[src/rtl/pll_reconf_pkg.sv]
// Shared definitions for the HDMI pixel-clock PLL reconfiguration sequencer.
// Optional read-back verification is compiled in with PLL_RECONF_VERIFY_EN.
package pll_reconf_pkg;

  localparam int MODE_W    = 2;
  localparam int NUM_MODES = 1 << MODE_W;
  localparam int ROM_DEPTH = 8;

  localparam int DEF_LOCK_TIMEOUT = 2_700_000;
  localparam int DEF_LOCK_STABLE  = 8;

  localparam logic [1:0] MD_NOP   = 2'b00;
  localparam logic [1:0] MD_WRITE = 2'b01;
  localparam logic [1:0] MD_READ  = 2'b10;
  localparam logic [1:0] MD_ADDR  = 2'b11;

  typedef enum logic [3:0] {
    ST_RST,
    ST_ADDR,
    ST_WR,
`ifdef PLL_RECONF_VERIFY_EN
    ST_VFY,
`endif
    ST_REL,
    ST_LOCK,
    ST_DONE,
    ST_FAIL,
    ST_IDLE
  } state_t;

endpackage

[src/rtl/pll_reconf_rom.sv]
// Divider register sets for the four pixel clocks, indexed by (mode, byte).
// Mode 0: 74.25 MHz, 1: 27 MHz, 2: 25.2 MHz, 3: 148.5 MHz.
module pll_reconf_rom
  import pll_reconf_pkg::*;
#(
  parameter int IDX_W = 3
) (
  input  logic [MODE_W-1:0] i_mode,
  input  logic [IDX_W-1:0]  i_idx,
  output logic [7:0]        o_data
);

  localparam logic [7:0] DIV_TBL [NUM_MODES][ROM_DEPTH] = '{
    '{8'h01, 8'h2C, 8'h03, 8'h10, 8'h04, 8'h80, 8'h21, 8'h07},
    '{8'h01, 8'h14, 8'h05, 8'h08, 8'h02, 8'h40, 8'h11, 8'h03},
    '{8'h02, 8'h38, 8'h07, 8'h1C, 8'h06, 8'hA0, 8'h31, 8'h0B},
    '{8'h01, 8'h2C, 8'h01, 8'h10, 8'h04, 8'h80, 8'h21, 8'h0F}
  };

  // Bytes beyond the stored table read as zero.
  always_comb begin
    o_data = '0;
    if (32'(i_idx) < ROM_DEPTH) begin
      o_data = DIV_TBL[i_mode][3'(i_idx)];
    end
  end

endmodule

[src/rtl/pll_reconf_ctrl.sv]
// MD-port sequencer: reset PLL, program divider set, optionally verify, qualify lock.
// Read-back verification is compiled in when PLL_RECONF_VERIFY_EN is defined.
module pll_reconf_ctrl
  import pll_reconf_pkg::*;
#(
  parameter int                NREGS        = 8,
  parameter logic [7:0]        START_ADDR   = 8'h00,
  parameter int                RST_CYCLES   = 16,
  parameter int                LOCK_STABLE  = DEF_LOCK_STABLE,
  parameter int                LOCK_TIMEOUT = DEF_LOCK_TIMEOUT,
  parameter logic [MODE_W-1:0] DEFAULT_MODE = '0
) (
  input  logic              clkin,
  input  logic              reset,
  input  logic              cfg_req,
  input  logic [MODE_W-1:0] cfg_mode,
  output logic              cfg_busy,
  output logic              cfg_done,
  output logic              cfg_err,
  output logic [MODE_W-1:0] cur_mode,
  output logic              locked,
  output logic              pll_reset,
  input  logic              pll_lock,
  output logic [1:0]        mdopc,
  output logic              mdainc,
  output logic [7:0]        mdwdi,
  input  logic [7:0]        mdrdo
);

  localparam int IDX_W = (NREGS > 1) ? $clog2(NREGS) : 1;
  localparam int RC_W  = (RST_CYCLES > 1) ? $clog2(RST_CYCLES) : 1;

  localparam logic [IDX_W-1:0] IDX_LAST = IDX_W'(NREGS - 1);
  localparam logic [RC_W-1:0]  RC_LAST  = RC_W'(RST_CYCLES - 1);
  localparam logic [7:0]       STB_LAST = 8'(LOCK_STABLE - 1);
  localparam logic [21:0]      TMO_LAST = 22'(LOCK_TIMEOUT - 1);

  state_t              r_state;
  logic [MODE_W-1:0]   r_mode;
  logic [IDX_W-1:0]    r_idx;
  logic                r_ph;
  logic [RC_W-1:0]     r_rcnt;
  logic [7:0]          r_scnt;
  logic [21:0]         r_tcnt;
  logic                r_lock_s1;
  logic                r_lock_s2;

  logic                r_busy;
  logic                r_cfg_done;
  logic                r_cfg_err;
  logic [MODE_W-1:0]   r_cur_mode;
  logic                r_locked;
  logic                r_pll_reset;
  logic [1:0]          r_mdopc;
  logic                r_mdainc;
  logic [7:0]          r_mdwdi;

`ifdef PLL_RECONF_VERIFY_EN
  logic [1:0]          r_vph;
`endif

  logic [IDX_W-1:0]    w_rom_idx;
  logic [7:0]          w_rom_data;

  // WR pre-fetches the next byte so the WRITE data is registered with the command.
  always_comb begin
    w_rom_idx = r_idx;
    if (r_state == ST_WR) begin
      w_rom_idx = r_idx + IDX_W'(1);
    end
  end

  pll_reconf_rom #(
    .IDX_W (IDX_W)
  ) u_rom (
    .i_mode (r_mode),
    .i_idx  (w_rom_idx),
    .o_data (w_rom_data)
  );

  always_ff @(posedge clkin) begin
    if (reset) begin
      r_lock_s1 <= 1'b0;
      r_lock_s2 <= 1'b0;
    end else begin
      r_lock_s1 <= pll_lock;
      r_lock_s2 <= r_lock_s1;
    end
  end

  always_ff @(posedge clkin) begin
    if (reset) begin
      r_state     <= ST_RST;
      r_mode      <= DEFAULT_MODE;
      r_idx       <= '0;
      r_ph        <= 1'b0;
      r_rcnt      <= '0;
      r_scnt      <= '0;
      r_tcnt      <= '0;
      r_busy      <= 1'b1;
      r_cfg_done  <= 1'b0;
      r_cfg_err   <= 1'b0;
      r_cur_mode  <= '0;
      r_locked    <= 1'b0;
      r_pll_reset <= 1'b1;
      r_mdopc     <= MD_NOP;
      r_mdainc    <= 1'b0;
      r_mdwdi     <= '0;
`ifdef PLL_RECONF_VERIFY_EN
      r_vph       <= '0;
`endif
    end else begin
      r_cfg_done <= 1'b0;
      r_locked   <= r_lock_s2 && !r_busy && !(r_state == ST_IDLE && cfg_req);

      unique case (r_state)
        ST_IDLE: begin
          if (cfg_req) begin
            r_mode      <= cfg_mode;
            r_cfg_err   <= 1'b0;
            r_busy      <= 1'b1;
            r_pll_reset <= 1'b1;
            r_rcnt      <= '0;
            r_state     <= ST_RST;
          end
        end

        ST_RST: begin
          if (r_rcnt == RC_LAST) begin
            r_idx   <= '0;
            r_mdopc <= MD_ADDR;
            r_mdwdi <= START_ADDR;
            r_state <= ST_ADDR;
          end else begin
            r_rcnt <= r_rcnt + RC_W'(1);
          end
        end

        ST_ADDR: begin
          r_mdopc  <= MD_WRITE;
          r_mdainc <= 1'b1;
          r_mdwdi  <= w_rom_data;
          r_ph     <= 1'b0;
          r_state  <= ST_WR;
        end

        ST_WR: begin
          if (!r_ph) begin
            r_mdopc  <= MD_NOP;
            r_mdainc <= 1'b0;
            r_ph     <= 1'b1;
          end else if (r_idx == IDX_LAST) begin
`ifdef PLL_RECONF_VERIFY_EN
            r_idx   <= '0;
            r_vph   <= '0;
            r_mdopc <= MD_ADDR;
            r_mdwdi <= START_ADDR;
            r_state <= ST_VFY;
`else
            r_pll_reset <= 1'b0;
            r_state     <= ST_REL;
`endif
          end else begin
            r_idx    <= r_idx + IDX_W'(1);
            r_mdopc  <= MD_WRITE;
            r_mdainc <= 1'b1;
            r_mdwdi  <= w_rom_data;
            r_ph     <= 1'b0;
          end
        end

`ifdef PLL_RECONF_VERIFY_EN
        // Phases: 0 = ADDR issued, 1 = READ issued, 2 = read data valid on mdrdo.
        ST_VFY: begin
          unique case (r_vph)
            2'd0: begin
              r_mdopc  <= MD_READ;
              r_mdainc <= 1'b1;
              r_vph    <= 2'd1;
            end
            2'd1: begin
              r_mdopc  <= MD_NOP;
              r_mdainc <= 1'b0;
              r_vph    <= 2'd2;
            end
            default: begin
              if (mdrdo != w_rom_data) begin
                r_state <= ST_FAIL;
              end else if (r_idx == IDX_LAST) begin
                r_pll_reset <= 1'b0;
                r_state     <= ST_REL;
              end else begin
                r_idx    <= r_idx + IDX_W'(1);
                r_mdopc  <= MD_READ;
                r_mdainc <= 1'b1;
                r_vph    <= 2'd1;
              end
            end
          endcase
        end
`endif

        ST_REL: begin
          r_tcnt  <= '0;
          r_scnt  <= '0;
          r_state <= ST_LOCK;
        end

        ST_LOCK: begin
          if (r_tcnt != '1) begin
            r_tcnt <= r_tcnt + 22'd1;
          end
          if (r_lock_s2 && r_scnt == STB_LAST) begin
            r_state <= ST_DONE;
          end else begin
            r_scnt <= r_lock_s2 ? r_scnt + 8'd1 : '0;
            if (r_tcnt >= TMO_LAST) begin
              r_state <= ST_FAIL;
            end
          end
        end

        ST_DONE: begin
          r_cur_mode <= r_mode;
          r_cfg_done <= 1'b1;
          r_busy     <= 1'b0;
          r_state    <= ST_IDLE;
        end

        ST_FAIL: begin
          r_cfg_err  <= 1'b1;
          r_cfg_done <= 1'b1;
          r_busy     <= 1'b0;
          r_state    <= ST_IDLE;
        end

        default: begin
          r_pll_reset <= 1'b1;
          r_busy      <= 1'b1;
          r_rcnt      <= '0;
          r_state     <= ST_RST;
        end
      endcase
    end
  end

  assign cfg_busy  = r_busy;
  assign cfg_done  = r_cfg_done;
  assign cfg_err   = r_cfg_err;
  assign cur_mode  = r_cur_mode;
  assign locked    = r_locked;
  assign pll_reset = r_pll_reset;
  assign mdopc     = r_mdopc;
  assign mdainc    = r_mdainc;
  assign mdwdi     = r_mdwdi;

endmodule

[config.mk]
export PLATFORM = sky130hd
export DESIGN_NAME = pll_reconf_ctrl
export DESIGN_NICKNAME = d
export VERILOG_FILES = /design/src/rtl/pll_reconf_pkg.sv /design/src/rtl/pll_reconf_rom.sv /design/src/rtl/pll_reconf_ctrl.sv
export SDC_FILE = /design/constraint.sdc
export NUM_CORES = 1
export LEC_CHECK = 0
export BUFFER_PORTS_ARGS = -buffer_cell sky130_fd_sc_hd__buf_2
export CAP_MARGIN = 30
export CORE_MARGIN = 2
export CORE_UTILIZATION = 35
export CTS_CLUSTER_SIZE = 40
export DETAILED_ROUTE_END_ITERATION = 12
export SLEW_MARGIN = 5
export SYNTH_ARGS = -nofsm -noshare
export SYNTH_HDL_FRONTEND = slang
export SYNTH_SLANG_ARGS = --single-unit
[constraint.sdc]
create_clock -name clkin -period 3.5 [get_ports clkin]
set_input_delay 0.7 -clock clkin [delete_from_list [all_inputs] [get_ports clkin]]
set_output_delay 0.7 -clock clkin [all_outputs]
set_load 0.1 [all_outputs]
==> Word-level counts from Yosys, hierarchy flattened <==
Index checks and enable logic that the tools add are counted.
{ "totals": {"regBits": 64, "latch_bits": 0, "ramBits": 0, "mem_bits_ro": 0, "inputBits": 14, "out_inout_bits": 18, "word_cells": 126, "n_memories": 0} }
{ "classes": {"add_sub_neg": 4, "n_mul": 0, "div": 0, "order_cmp": 3, "n_eq_ne": 21, "shifts": 0, "mux": 47, "n_bitwise": 5, "reduce_logical": 28} }
{ "op_table": {"columns": ["op", "count"], "rows": [
  ["binary-select mux 64 bit (select 2 bit)", 1],
  ["two-way mux 64 bit", 2],
  ["two-way mux 8 bit", 7],
  ["one-hot mux 22 bit (2 select lines)", 1],
  ["two-way mux 4 bit", 7],
  ["one-hot mux 4 bit (7 select lines)", 1],
  ["binary-select mux 8 bit (select 3 bit)", 1],
  ["one-hot mux 8 bit (3 select lines)", 1],
  ["adder 22 x 1 -> 22 bit (second input constant)", 1],
  [">= comparator 22 bit (second input constant)", 1],
  ["two-way mux 22 bit", 1],
  ["!= test 22 bit (second input constant)", 1],
  ["== test 4 x 3 -> 1 bit (second input constant)", 4],
  ["one-hot mux 8 bit (2 select lines)", 1],
  ["!= test 2 bit (second input constant)", 7],
  ["two-way mux 3 bit", 4],
  ["one-hot mux 4 bit (3 select lines)", 1],
  ["AND reduction 2 bit", 6],
  ["AND reduction 4 bit", 3],
  ["OR reduction 6 bit", 2],
  ["two-way mux 1 bit", 9],
  ["adder 8 x 1 -> 8 bit (second input constant)", 1],
  ["== test 4 x 2 -> 1 bit (second input constant)", 2],
  ["== test 8 x 3 -> 1 bit (second input constant)", 1],
  ["26 further kinds", 42]
]} }

==> Logic depth before layout (Yosys ltp) <==
{ "logic_depth": {"depth_word": 10, "ltp_mapped": 8, "depth_no_buf": 7} }

==> Modules after synthesis <==
Synthesis repeated with hierarchy kept, for this count alone.
{ "hier_totals": {"cells_unflattened": 382, "area_unflattened_um2": 3269.4} }
{ "modules_own_cells": {"columns": ["mod", "n_inst", "cells_each", "area_per_inst_um2", "seq_area_each_um2"], "rows": [
  ["pll_reconf_ctrl", 1, 344, 2999.1, 1261.2],
  ["pll_reconf_rom", 1, 38, 270.3, 0.0]
]} }

==> Worst setup path after synthesis <==
No wires, ideal clock.
{ "synth_timing": {"path_type": "flip-flop to flip-flop", "startpoint": "register r_tcnt[0]", "endpoint": "register r_tcnt[4]", "setup_ns": 0.119, "arrival_ns": 1.861, "required_ns": 3.381, "slack_ns": 1.521, "path_stages_with_launch": 7, "n_path_buf": 0, "period_less_slack_ns": 1.979, "path_cell_list": "dfxtp_1 -> ha_1 -> nand4_4 -> or4_4 -> o21ai_2 -> nor2_1 -> o221a_2"} }
{ "synth_between": {"elab_chain_len": 3, "elab_cells_between_ends": 6, "classes_between": "add/sub (1); eq/ne (2); mux (2); reduce/logical (1)"} }
{ "synth_lines": {"columns": ["element", "line_no", "rtl"], "rows": [
  ["start: declaration", "pll_reconf_ctrl.sv:44", "logic [21:0] r_tcnt;"],
  ["start signal: assignment", "pll_reconf_ctrl.sv:211", "r_tcnt <= r_tcnt + 22'd1;"],
  ["adder 22 x 1 -> 22 bit / != test 22 bit (equally long branches)", "pll_reconf_ctrl.sv:211, pll_reconf_ctrl.sv:210", null],
  ["two-way mux 22 bit / != test 2 bit (equally long branches)", null, null],
  ["one-hot mux 22 bit (2 select lines) / AND reduction 2 bit (equally long branches)", null, null]
]} }
Parallel ways exist; a longest one is shown, timed or not. The select of a mux whose other input is x is not followed.
A chain may end at the register's enable or synchronous reset.

==> Final worst setup path <==
{ "layout_timing": {"startpoint": "register r_state[2]", "endpoint": "register r_mdwdi[5], in the netlist mdwdi[5]"} }
{ "layout_between": {"elab_chain_len": 9, "elab_cells_between_ends": 16, "classes_between": "eq/ne (5); mux (7); bitwise (1); reduce/logical (3)"} }
{ "layout_lines": {"columns": ["element", "line_no", "rtl"], "rows": [
  ["start: declaration", "pll_reconf_ctrl.sv:38", "state_t r_state;"],
  ["start signal: assignment", "pll_reconf_ctrl.sv:93", "r_state <= ST_RST;"],
  ["start signal: assignment", "pll_reconf_ctrl.sv:124", "r_state <= ST_RST;"],
  ["start signal: assignment", "pll_reconf_ctrl.sv:133", "r_state <= ST_ADDR;"],
  ["== test 4 x 2 -> 1 bit", "pll_reconf_ctrl.sv:68, pll_reconf_ctrl.sv:116", null],
  ["two-way mux 3 bit", "pll_reconf_ctrl.sv:68", "if (r_state == ST_WR) begin"],
  ["NOT 3 -> 4 bit (implied by the code)", "pll_reconf_rom.sv:24", "o_data = DIV_TBL[i_mode][3'(i_idx)];"],
  ["binary-select mux 8 bit (select 3 bit)", "pll_reconf_rom.sv:24", null],
  ["two-way mux 8 bit (implied by the code) (2 in series)", "pll_reconf_rom.sv:24", null],
  ["two-way mux 8 bit", "pll_reconf_ctrl.sv:152", "end else if (r_idx == IDX_LAST) begin"],
  ["two-way mux 8 bit", "pll_reconf_ctrl.sv:148", "if (!r_ph) begin"],
  ["one-hot mux 8 bit (3 select lines)", "pll_reconf_ctrl.sv:116", "unique case (r_state)"],
  ["end signal: assignment", "pll_reconf_ctrl.sv:142", "r_mdwdi <= w_rom_data;"],
  ["end signal: assignment", "pll_reconf_ctrl.sv:167", "r_mdwdi <= w_rom_data;"],
  ["end: declaration", "pll_reconf_ctrl.sv:56", "logic [7:0] r_mdwdi;"]
]} }
Parallel ways exist; a longest one is shown, timed or not. The select of a mux whose other input is x is not followed.

==> out/results.ini <==
[status]
outcome = complete, no violations

[final_layout]
finalNonFillerCells = 540
num_antenna_cells = 0
syn_to_final_growth_pct = 11.6
fin_nets = 430
final_layout_size_suffix_gt1_share_pct = 16.8

[sta]
clock_skew_ns = 0.00946
min_period_ns = 2.34
relSlewSlack_pct = 52.4
worstMarginPinSlew_ns = 0.711
fmax_ghz = 0.427
final.setup.tns_ns = 0
rsz0062_at_grt = no
finalHoldViolCount = 0
setup_viol = 0
min_period_over_period_pct = 66.9
drv_slew = 0

[grt]
grt_overflow = 0
grt_antenna_before_repair = 0
grt_max_degree = 34
grt_pass1_wl_um = 12100
grt_use_total_pct = 14.5
grt_pass1_vias = 2589

[clock_network]
post_cts.repair.setup_buffers = 0
cts_buffers = 9
cts_hold_buf = 0
h-tree-depth = 3
root_buffer = clkbuf_8
insertion_delay_ns = 0.34
clk_pin_slew_ns = 0.07
clockBufferDepth = 2
tritoncts = yes
cts.sinks = 63
post_cts_resized = 0

[logic_synthesis]
synthTopCellsByCount = dfxtp_1 (63), nor2_1 (56), nand2_1 (28)
synth_top_cell_by_area = dfxtp_1
synthesis.area_um2 = 3390
yosysUniqueCellTypes = 68
synth.net_count = 413
synth_area_per_cell_um2 = 8.73
ys_warn_count = 0
async_reset_ff_share_pct = 0
synth.area.top_cells = dfxtp_1 (37%), nor2_1 (6.2%), xnor2_1 (4.6%)
ys_seq_elements = 63
synth_top_area_share_pct = 37.2
netlist_instances = 389
synth-main-ff-cell = dfxtp_1
synth-seq-area-share_pct = 37.2
synth-edff-count = 0
synth_most_common_cell = dfxtp_1

[pwr]
clkPwrFrac_pct = 35.9
swShare_pct = 31.9
internal_power_mw = 1.20
p_per_area_nw_per_um2 = 467
pwr-share-comb_pct = 19.1
power_switching_mw = 0.565
p_seq_share_pct = 45.0
irDropWorstVdd_mv = 0.204
p_leak_nw = 1.44

[critical_path]
crit_fanout = 22
path_class = flop to flop
cp.arrival_ns = 2.61
worstPathRequired_ns = 3.77
path_cells = nor3b_1 > buf_4 > ha_1 > inv_1 > nor4_1 > a221oi_1 > nor3_1
cp_top_family = flip-flops
cp_slowest_cell = dfxtp_1
worst-path-buf-inv = 2
cp-end-kind = flop
worst_setup_path_start_kind = flop
slowest_delay_ns = 0.72

[routing]
detail_route.wl_per_cell_um = 13.1
remaining_drc_errors = 0
finalWirelength_um = 7100
first_iter_violations = 178
viasPerCell = 5.28
first_pass_iters = 4
vias = 2850
ant_nets = 0

[placed_design]
portBuffers = 23
dp.final_hpwl_um = 4940
dp_cells = 524
gp_congestion = 0.837

[floorplanning]
start_util_pct = 36.4
core-area_um2 = 9330
die-height_um = 102
fp.dieW_um = 102
dieArea_um2 = 10500
pin_count = 32
num_rows = 35

[min_path]
hold_class = flop to flop

[job]
cap_viol_max_count = 0

==> worst paths after layout <==
path	startpoint	endpoint	slack [ns]	depth (start not counted)
min	r_lock_s1	r_lock_s2	0.44	1
max	r_state[2]	mdwdi[5]	1.16	7
max reg2reg	r_state[2]	mdwdi[5]	1.16	7
min reg2reg	r_lock_s1	r_lock_s2	0.44	1
==> per-layer routing <==
| metal | part of all wire [%] | track usage (%) | vias up |
|---|---|---|---|
| li1 | - | - | 1444 |
| met1 | 51 | 20.4 | 1334 |
| met2 | 43 | 20.9 | 57 |
| met3 | 3.5 | 2.80 | 15 |
| met4 | 2.7 | 8.10 | 0 |
| met5 | 0 | 0 | - |
==> cell usage in the layout (no fill, tap or decap), drive strengths merged, types with 7 or more instances in the layout <==
| master | instances |
|---|---|
| mux2i | 12 |
| nand3 | 16 |
| buf | 27 |
| nand2 | 28 |
| nand4 | 8 |
| nor3 | 9 |
| o21ai | 12 |
| ha | 10 |
| a31oi | 8 |
| nor2 | 58 |
| clkbuf | 10 |
| inv | 7 |
| dfxtp | 63 |
| xnor2 | 18 |
| nor4 | 7 |
| xor2 | 7 |
| a21oi | 23 |
==> layout make-up <==
type	count	area, um^2
tap	129	161
clock buffer	10	138
multi-input combinational	298	2000
clock inverter	6	60.1
sequential	63	1260
inverter	7	26.3
fill	930	5540
timing repair buffer	27	145
==> cell families after synthesis <==
logic type | Yosys count | share of synthesized area (%)
fa+ha+maj | 10 | 3.69
flops | 63 | 37.2
buf+inv | 28 | 4.05
xor+xnor | 25 | 6.45
simple gates | 167 | 26.5
mux | 14 | 4.20
compound gates | 82 | 18.0
==> worst register-to-register path: cells and delay by family, from the launching register on <==
family | cells | cell delay, ns
AND/OR/NAND/NOR | 3 | 0.61
AO/OA/AOI/OAI | 1 | 0.09
adder cells (fa/ha/maj) | 1 | 0.49
buffers and inverters | 2 | 0.36
flip-flops | 1 | 0.72
==> sequential cells by signal, indices dropped and copies added (netlist names), 2 cells and up <==
register and cells:
cur_mode 2, r_mode 2, r_tcnt 22, r_scnt 8, r_idx 3, mdwdi 8
mdopc 2, r_state 3, r_rcnt 4
==> power groups by stage <==
stage	clock network [mW]	registers [mW]	logic [mW]
5_1_grt	0.691	0.803	0.372
4_1_cts	0.655	0.795	0.339
6_report	0.634	0.796	0.338
3_5_place_dp	0	0.812	0.339
2_1_floorplan	0	0.874	0.221
3_3_place_gp	0	0.809	0.335
==> metrics by stage <==
step	util (%)	hold WS, ns	setup slack [ns]	total power, mW	area (um^2)
floorplan	-	0.414	1.52	1.10	3390
global placement	38.5	0.421	1.21	1.14	3590
detailed placement	38.5	0.431	1.19	1.15	3590
CTS	40.6	0.446	1.18	1.79	3790
global route	40.6	0.452	0.937	1.87	3790
finish	40.6	0.440	1.16	1.77	3790
Note: power is estimated with default switching activity, not from simulation.
